`src/rtl/aes_pkg.sv`:
```
// Shared definitions for the low-area AES core: state/byte types and the
// SubBytes sequencer state encoding.
package aes_pkg;

  localparam int AES_NBYTES = 16;

  typedef logic [8*AES_NBYTES-1:0] aes_state_t;
  typedef logic [7:0]              aes_byte_t;

  localparam logic [1:0] SB_IDLE = 2'd0;
  localparam logic [1:0] SB_RUN  = 2'd1;
  localparam logic [1:0] SB_DONE = 2'd2;

endpackage

```
`src/rtl/sub_bytes_serial.sv`:
```
// Byte-serial SubBytes/InvSubBytes sequencer driving the shared bSbox one byte per clock.
// Optional macro SUB_BYTES_SBOX_REG_EN registers sbox_q before it enters the result.
module sub_bytes_serial
  import aes_pkg::*;
#(
  parameter int NBYTES = AES_NBYTES
) (
  input  logic                  clk,
  input  logic                  rst_n,
  input  logic                  start,
  input  logic                  encrypt,
  input  logic [8*NBYTES-1:0]   state_in,
  output logic                  busy,
  output logic                  done,
  output logic [8*NBYTES-1:0]   state_out,
  output logic                  sbox_req,
  output logic [7:0]            sbox_a,
  output logic                  sbox_encrypt,
  input  logic [7:0]            sbox_q
);

  localparam int         W        = 8 * NBYTES;
  localparam logic [3:0] CNT_LAST = 4'(NBYTES - 1);

  logic [1:0]   r_fsm;
  logic [3:0]   r_cnt;
  logic [W-1:0] r_sr;
  logic [W-9:0] r_res;
  logic [W-1:0] r_out;
  logic         r_mode;

  aes_byte_t    w_resByte;
  logic         w_resEn;
  logic         w_last;

`ifdef SUB_BYTES_SBOX_REG_EN
  aes_byte_t    r_pipe;
  logic         r_fill;

  // The first RUN edge only primes the pipe; result capture starts one edge later.
  always_ff @(posedge clk or negedge rst_n) begin
    if (!rst_n) begin
      r_pipe <= '0;
      r_fill <= 1'b0;
    end else if (r_fsm == SB_RUN) begin
      r_pipe <= sbox_q;
      r_fill <= 1'b1;
    end else if (r_fsm == SB_IDLE) begin
      r_fill <= 1'b0;
    end
  end

  assign w_resByte = r_pipe;
  assign w_resEn   = r_fill;
`else
  assign w_resByte = sbox_q;
  assign w_resEn   = 1'b1;
`endif

  assign w_last = (r_cnt == CNT_LAST);

  always_ff @(posedge clk or negedge rst_n) begin
    if (!rst_n) begin
      r_fsm  <= SB_IDLE;
      r_cnt  <= '0;
      r_sr   <= '0;
      r_res  <= '0;
      r_out  <= '0;
      r_mode <= 1'b0;
    end else begin
      case (r_fsm)
        SB_IDLE: begin
          if (start) begin
            r_sr   <= state_in;
            r_mode <= encrypt;
            r_cnt  <= '0;
            r_fsm  <= SB_RUN;
          end
        end
        SB_RUN: begin
          r_sr <= r_sr << 8;
          if (w_resEn) begin
            r_res <= {r_res[W-17:0], w_resByte};
            r_cnt <= r_cnt + 4'd1;
            // r_res holds only the first NBYTES-1 bytes; the last one joins here.
            if (w_last) begin
              r_out <= {r_res, w_resByte};
              r_fsm <= SB_DONE;
            end
          end
        end
        SB_DONE: r_fsm <= SB_IDLE;
        default: r_fsm <= SB_IDLE;
      endcase
    end
  end

  assign busy         = (r_fsm == SB_RUN);
  assign done         = (r_fsm == SB_DONE);
  assign sbox_req     = busy;
  assign sbox_a       = busy ? r_sr[W-1 -: 8] : 8'h00;
  assign sbox_encrypt = r_mode;
  assign state_out    = r_out;

endmodule

```
`config.mk`:
```
export PLATFORM = sky130hd
export DESIGN_NAME = sub_bytes_serial
export DESIGN_NICKNAME = d
export VERILOG_FILES = /design/src/rtl/aes_pkg.sv /design/src/rtl/sub_bytes_serial.sv
export SDC_FILE = /design/constraint.sdc
export NUM_CORES = 1
export LEC_CHECK = 0
export ABC_AREA = 1
export CAP_MARGIN = 10
export CORE_ASPECT_RATIO = 0.6
export CORE_UTILIZATION = 25
export CTS_CLUSTER_DIAMETER = 80
export DETAILED_ROUTE_END_ITERATION = 10
export SYNTH_ARGS = -nofsm -noshare
export SYNTH_HDL_FRONTEND = slang
export SYNTH_SLANG_ARGS = --single-unit
export TNS_END_PERCENT = 100
```
`constraint.sdc`:
```
create_clock -name clk -period 3.7 [get_ports clk]
set_input_delay 0.37 -clock clk [delete_from_list [all_inputs] [get_ports clk]]
set_output_delay 0.37 -clock clk [all_outputs]
set_load 0.01 [all_outputs]
```
==> results.toml, run 1 <==
[run_status]
status = "completed"

[die]
core_um2 = 61300
die_h_um = 195
fp.dieW_um = 324
placementRows = 70
die_area_um2 = 63400
ioPinCount = 280
start_util_pct = 25.4

[route]
vias = 12900
antenna_left = 0
post_drt_wl_per_cell_um = 15.8
wirelength_um = 45500
drt-pass1-iter-count = 7
vias_per_cell = 4.50
drt_iter0_drc = 1019
drc = 0

[timing]
fin_crit_sh_pct = 79.6
rsz0062_at_grt = "no"
finalSetupViolCount = 0
slew_headroom_pct = 43.2
tightestPinTransition_ns = 0.852
clock.fmax_mhz = 340
finalCriticalPeriod_ns = 2.94
final.setup.tns_ns = 0
finalMaxSlewViolations = 0
clock_skew_ns = 0.0179
hold_viol = 0

[power_and_ir_drop]
power_density_nw_per_um2 = 802
p_leak_uw = 0.00994
irDropWorstVdd_uv = 341

[worst_setup_path]
critPathMaxFanout = 57
max_stage_delay_ns = 0.66
critPathTopFamily = "buffers and inverters"
cp.required_ns = 3.33
endpoint_kind = "output port"
r2r_slack_ns = 1.23
start_kind = "flip-flop"
r2r-end = "state_out[17]$_DFFE_PN0P_"
worst_path_max_delay_cell = "clkdlybuf4s50_1"
critPathLaunch = "r_fsm[1]$_DFFE_PN0P_"
r2r_cells = 6
worstReg2RegStart = "r_cnt[0]$_DFFE_PN0P_"
crit_cells = 4
path_class = "flip-flop to output port"
critPathCapture = "sbox_req"
critPathBufInv = 3
crit_arrival_ns = 2.57
path_cells = "inv_2 -> nand2_4 -> inv_8 -> clkdlybuf4s50_1"

[grt]
antenna_found_initial = 0
grt_pass1_vias = 12700
grt_max_degree = 129
grt_overflow = 0
grt_usage_pct = 14.1
grt_pass1_wl_um = 71900

[synth]
ys_warn_count = 0
yosysSeqAreaShare_pct = 61.5
syn_area_um2 = 15600
synth_cell_types = 17
syn_area_per_cell_um2 = 8.65
syn_nets = 1943
netlist_instances = 1802
ys_top_cells_by_count = "879 x nand2_1, 383 x dfrtp_1, 255 x nand3_1"
synth.largest_area_cell = "dfrtp_1"
ys_ff_latch = 383
async_flop_share_pct = 100
synth_edf_count = 0
yosysMostFrequentCell = "nand2_1"
yosys-top-cells-area = "dfrtp_1 61%, nand2_1 21%, nand3_1 8.2%"
yosys.area.top_type_share_pct = 61.5
ys.flop_type = "dfrtp_1"

[cts]
cts_setup_buffers = 0
clockBufferDepth = 3
clk_pin_slew_ns = 0.06
h-tree-depth = 2
cts.repair.resized = 0
cts_root_buffer = "clkbuf_16"
hold_buffers = 1
clock_latency_ns = 0.57
tritoncts = "built"
cts_buffers = 40
clock-sinks = 383

[cells_and_area]
fin_area_um2 = 20500
synthToLayoutAreaGrowth_pct = 31.5
drive_gt1_share_pct = 4.54
fillers = 6404
nets = 2160

[placement]
portBuffers = 279
gp_congestion = 0.824
dp_hpwl_um = 29700
dpl-instance-area_um2 = 19100

[min_path]
hold_class = "input port to flip-flop"
whs_path_depth = 3

[job]
drv_cap = 0
-- worst min-delay path by stage --
stage | from | end | slack, ns
CTS | state_in[0] | r_sr[0]$_DFFE_PN0P_ | 0.32
global route | state_in[0] | r_sr[0]$_DFFE_PN0P_ | 0.34
detailed placement | r_res[118]$_DFFE_PN0P_ | r_res[118]$_DFFE_PN0P_ | 0.47
finish | state_in[0] | r_sr[0]$_DFFE_PN0P_ | 0.36
floorplan | rst_n | r_cnt[0]$_DFFE_PN0P_ | 0.07
global placement | sbox_encrypt$_DFFE_PN0P_ | sbox_encrypt$_DFFE_PN0P_ | 0.47
-- logic make-up after synthesis --
logic type / Yosys count / synth area share, %
xor gates and xnor gates: 1 / 0.0562
AOI/OAI and AO/OA: 132 / 4.24
buffers and inverters: 139 / 4.46
and+or+nand+nor: 1146 / 29.7
DFF: 383 / 61.5
adders and majority gates: 1 / 0.0802
-- per-stage QoR --
stage / hold slack, ns / power (µW) / utilization (%) / std cells / setup slack, ns
6_report: 0.355 / 16500 / 33.4 / 2878 / 0.755
3_3_place_gp: 0.466 / 12000 / 31.1 / 2804 / 1.29
5_1_grt: 0.341 / 17600 / 33.4 / 2877 / 0.549
2_1_floorplan: 0.0744 / 9600 / - / 1802 / 2.04
4_1_cts: 0.319 / 16700 / 33.4 / 2877 / 0.666
3_5_place_dp: 0.467 / 12200 / 31.1 / 2804 / 1.22
-- routing by layer --
layer | wire length (µm) | up-vias | GRT usage (%) | part of all wire (%)
met5 | 0 | - | 0 | 0
met4 | 1060 | 0 | 4.48 | 2.3
met3 | 2270 | 76 | 2.97 | 5.0
met2 | 19700 | 259 | 20.1 | 43
met1 | 22400 | 6411 | 21.0 | 49
li1 | - | 6191 | - | -
-- worst register-to-register path: stages (launching register included) --
cell     delay (ns)
dfrtp_1        0.42
ha_1           0.25
nand3_4        0.55
nor2_4         0.28
buf_4          0.57
nand2_1        0.23
nand2_1        0.10
-- power by group --
group / switching [µW] / total (µW) / internal, µW
clock: 1770 / 4440 / 2660
sequential: 1200 / 7050 / 5850
combinational: 2850 / 4970 / 2120
total: 5830 / 16500 / 10600
-- cell type report --
type                    instances  area, µm²  area share (%)
flip-flops and latches        383       9580            46.7
multi-input cells            1280       5350            26.1
repair buffers                301       3050            14.9
clock buffers                  55       1140            5.55
well taps                     828       1040            5.05
clock inverters                17        289            1.41
inverters                      13       56.3           0.275
diodes                          1       2.50          0.0122
-- flip-flops by register name (all words and copies together) (netlist names) --
signal and count:
state_out 128, r_cnt 4, r_sr 128, sbox_encrypt 1, r_fsm 2, r_res 120
-- placed cells by master (no fill, tap or decap), drive strengths merged --
| cell | instances |
|---|---|
| nand2 | 879 |
| dfrtp | 383 |
| clkdlybuf4s50 | 278 |
| nand3 | 255 |
| o21ai | 132 |
| clkbuf | 55 |
| buf | 22 |
| inv | 17 |
| nor2 | 11 |
| bufinv | 7 |
| clkinv | 4 |
| clkinvlp | 2 |
| diode | 1 |
| xnor2 | 1 |
| nand4 | 1 |
| ha | 1 |
| dlygate4sd3 | 1 |
Power figures use the tool's default switching activity.
==> run 2: changes to the inputs <==
clock period = 2.55 ns   (was 3.7 ns; I/O delays follow)
==> results.toml, run 2 (same netlist as run 1, synthesis figures left out) <==
[die]
start_util_pct = 25.4
fp.dieW_um = 324
core_um2 = 61300
ioPinCount = 280
die_area_um2 = 63400
placementRows = 70
die_h_um = 195

[worst_setup_path]
start_kind = "flip-flop"
r2r_cells = 5
cp.required_ns = 2.30
path_class = "flip-flop to output port"
crit_arrival_ns = 2.17
r2r-end = "state_out[33]$_DFFE_PN0P_"
r2r_slack_ns = 0.50
worstReg2RegStart = "r_fsm[0]$_DFFE_PN0P_"
endpoint_kind = "output port"
critPathMaxFanout = 36

[route]
drc = 0
wl_met1_um = 22300
antenna_left = 0
wirelength_um = 45500
met3WireLength_um = 2410
vias = 13000
vias_per_cell = 4.49
post_drt_wl_per_cell_um = 15.8
wl_met2_um = 19800
drt_iter0_drc = 999
drt-pass1-iter-count = 5
top_layer = "met5"

[cells_and_area]
nets = 2170
synthToLayoutAreaGrowth_pct = 32.2
post-route-util_pct = 33.6
drive_gt1_share_pct = 4.96
layout_commonest_cell = "nand2_1"
fillers = 6334
multiInputGateArea_um2 = 5360
final_cell_mix = "877 x nand2_1, 383 x dfrtp_1, 278 x clkdlybuf4s50_1"
register_area_um2 = 9580

[power_and_ir_drop]
irDropWorstVdd_uv = 438
power_density_nw_per_um2 = 1140
p_leak_uw = 0.00997

[timing]
finalMaxSlewViolations = 0
hold_viol = 0
rsz0062_at_grt = "no"
finalSetupViolCount = 0
finalCriticalPeriod_ns = 2.42
clock.fmax_mhz = 413
fin_crit_sh_pct = 95.0
clock_skew_ns = 0.0161
slew_headroom_pct = 58.0
tightestPinTransition_ns = 0.630
final.setup.tns_ns = 0

[cts]
clk_pin_slew_ns = 0.07
tritoncts = "built"
cts_root_buffer = "clkbuf_16"
h-tree-depth = 2
cts_buffers = 40
cts_setup_buffers = 0
clock_latency_ns = 0.57
clockBufferDepth = 3
clock-sinks = 383

[grt]
grt_usage_pct = 14.1
grt_max_degree = 133
grt_pass1_vias = 12400
grt_overflow = 0
grt_pass1_wl_um = 71700
antenna_found_initial = 4

[placement]
portBuffers = 279
dp_hpwl_um = 30100
gp_congestion = 0.807

[min_path]
hold_class = "input port to async pin"

[run_status]
status = "completed"

[job]
drv_cap = 0
[run 2: cell types whose count changed in the layout (fill, tap and decap cells not counted), sizes merged]
cell | previous run | this run
clkinv | 4 | 7
bufinv | 7 | 2
buf | 22 | 32
inv | 17 | 15
clkinvlp | 2 | 4
[run 2: repair_timing]
action                                 4_1_cts  5_1_grt
gates resized for setup                      1        0
setup endpoints to repair                    2        0
endpoints found under the hold margin       73        0
hold buffers                                 1        0
[run 2: power by group]
group / switching [µW] / internal [µW]
registers: 1690 / 8480
clock network: 2600 / 3360
logic: 4150 / 3190
total: 8440 / 15000
[run 2: stage by stage]
step | worst slack, ns | power [µW] | instances | hold slack, ns | instance area [µm²]
floorplan | 1.00 | 13900 | 1802 | -0.0406 | 15600
global placement | 0.479 | 17500 | 2814 | 0.244 | 19300
detailed placement | 0.426 | 17700 | 2814 | 0.227 | 19300
CTS | 0.0276 | 23900 | 2885 | 0.181 | 20600
global route | 0.00447 | 25100 | 2886 | 0.213 | 20600
finish | 0.128 | 23500 | 2886 | 0.210 | 20600
[run 2: worst max path at each step]
stage,from,endpoint,depth (start not counted)
after floorplan,r_fsm[1]$_DFFE_PN0P_,sbox_req,7
after global placement,r_fsm[0]$_DFFE_PN0P_,state_out[15]$_DFFE_PN0P_,5
after detailed placement,r_fsm[0]$_DFFE_PN0P_,state_out[33]$_DFFE_PN0P_,5
after CTS,r_fsm[0]$_DFFE_PN0P_,sbox_a[6],3
after global routing,r_fsm[0]$_DFFE_PN0P_,sbox_a[6],3
final,r_fsm[0]$_DFFE_PN0P_,sbox_a[6],3
[run 2: metal layers]
layer / vias up / global-route usage (%)
met5: - / 0
met3: 68 / 3.25
met2: 291 / 19.8
li1: 6200 / -
met1: 6387 / 21.3
met4: 6 / 4.12
[run 2: layout make-up]
class / count / area share (%)
Timing Repair Buffer: 311 / 15.8
Inverter: 13 / 0.273
Clock buffer: 55 / 5.52
Sequential cell: 383 / 46.5
Tap cell: 828 / 5.03
Clock inverter: 15 / 0.886
Multi-Input combinational cell: 1280 / 26.0
Antenna cell: 1 / 0.0121
[run 2: critical path: stages (launching register included)]
cell and delay (ns):
dfrtp_1 0.51, nand2_8 0.23, nor2_1 0.25, clkdlybuf4s50_1 0.58
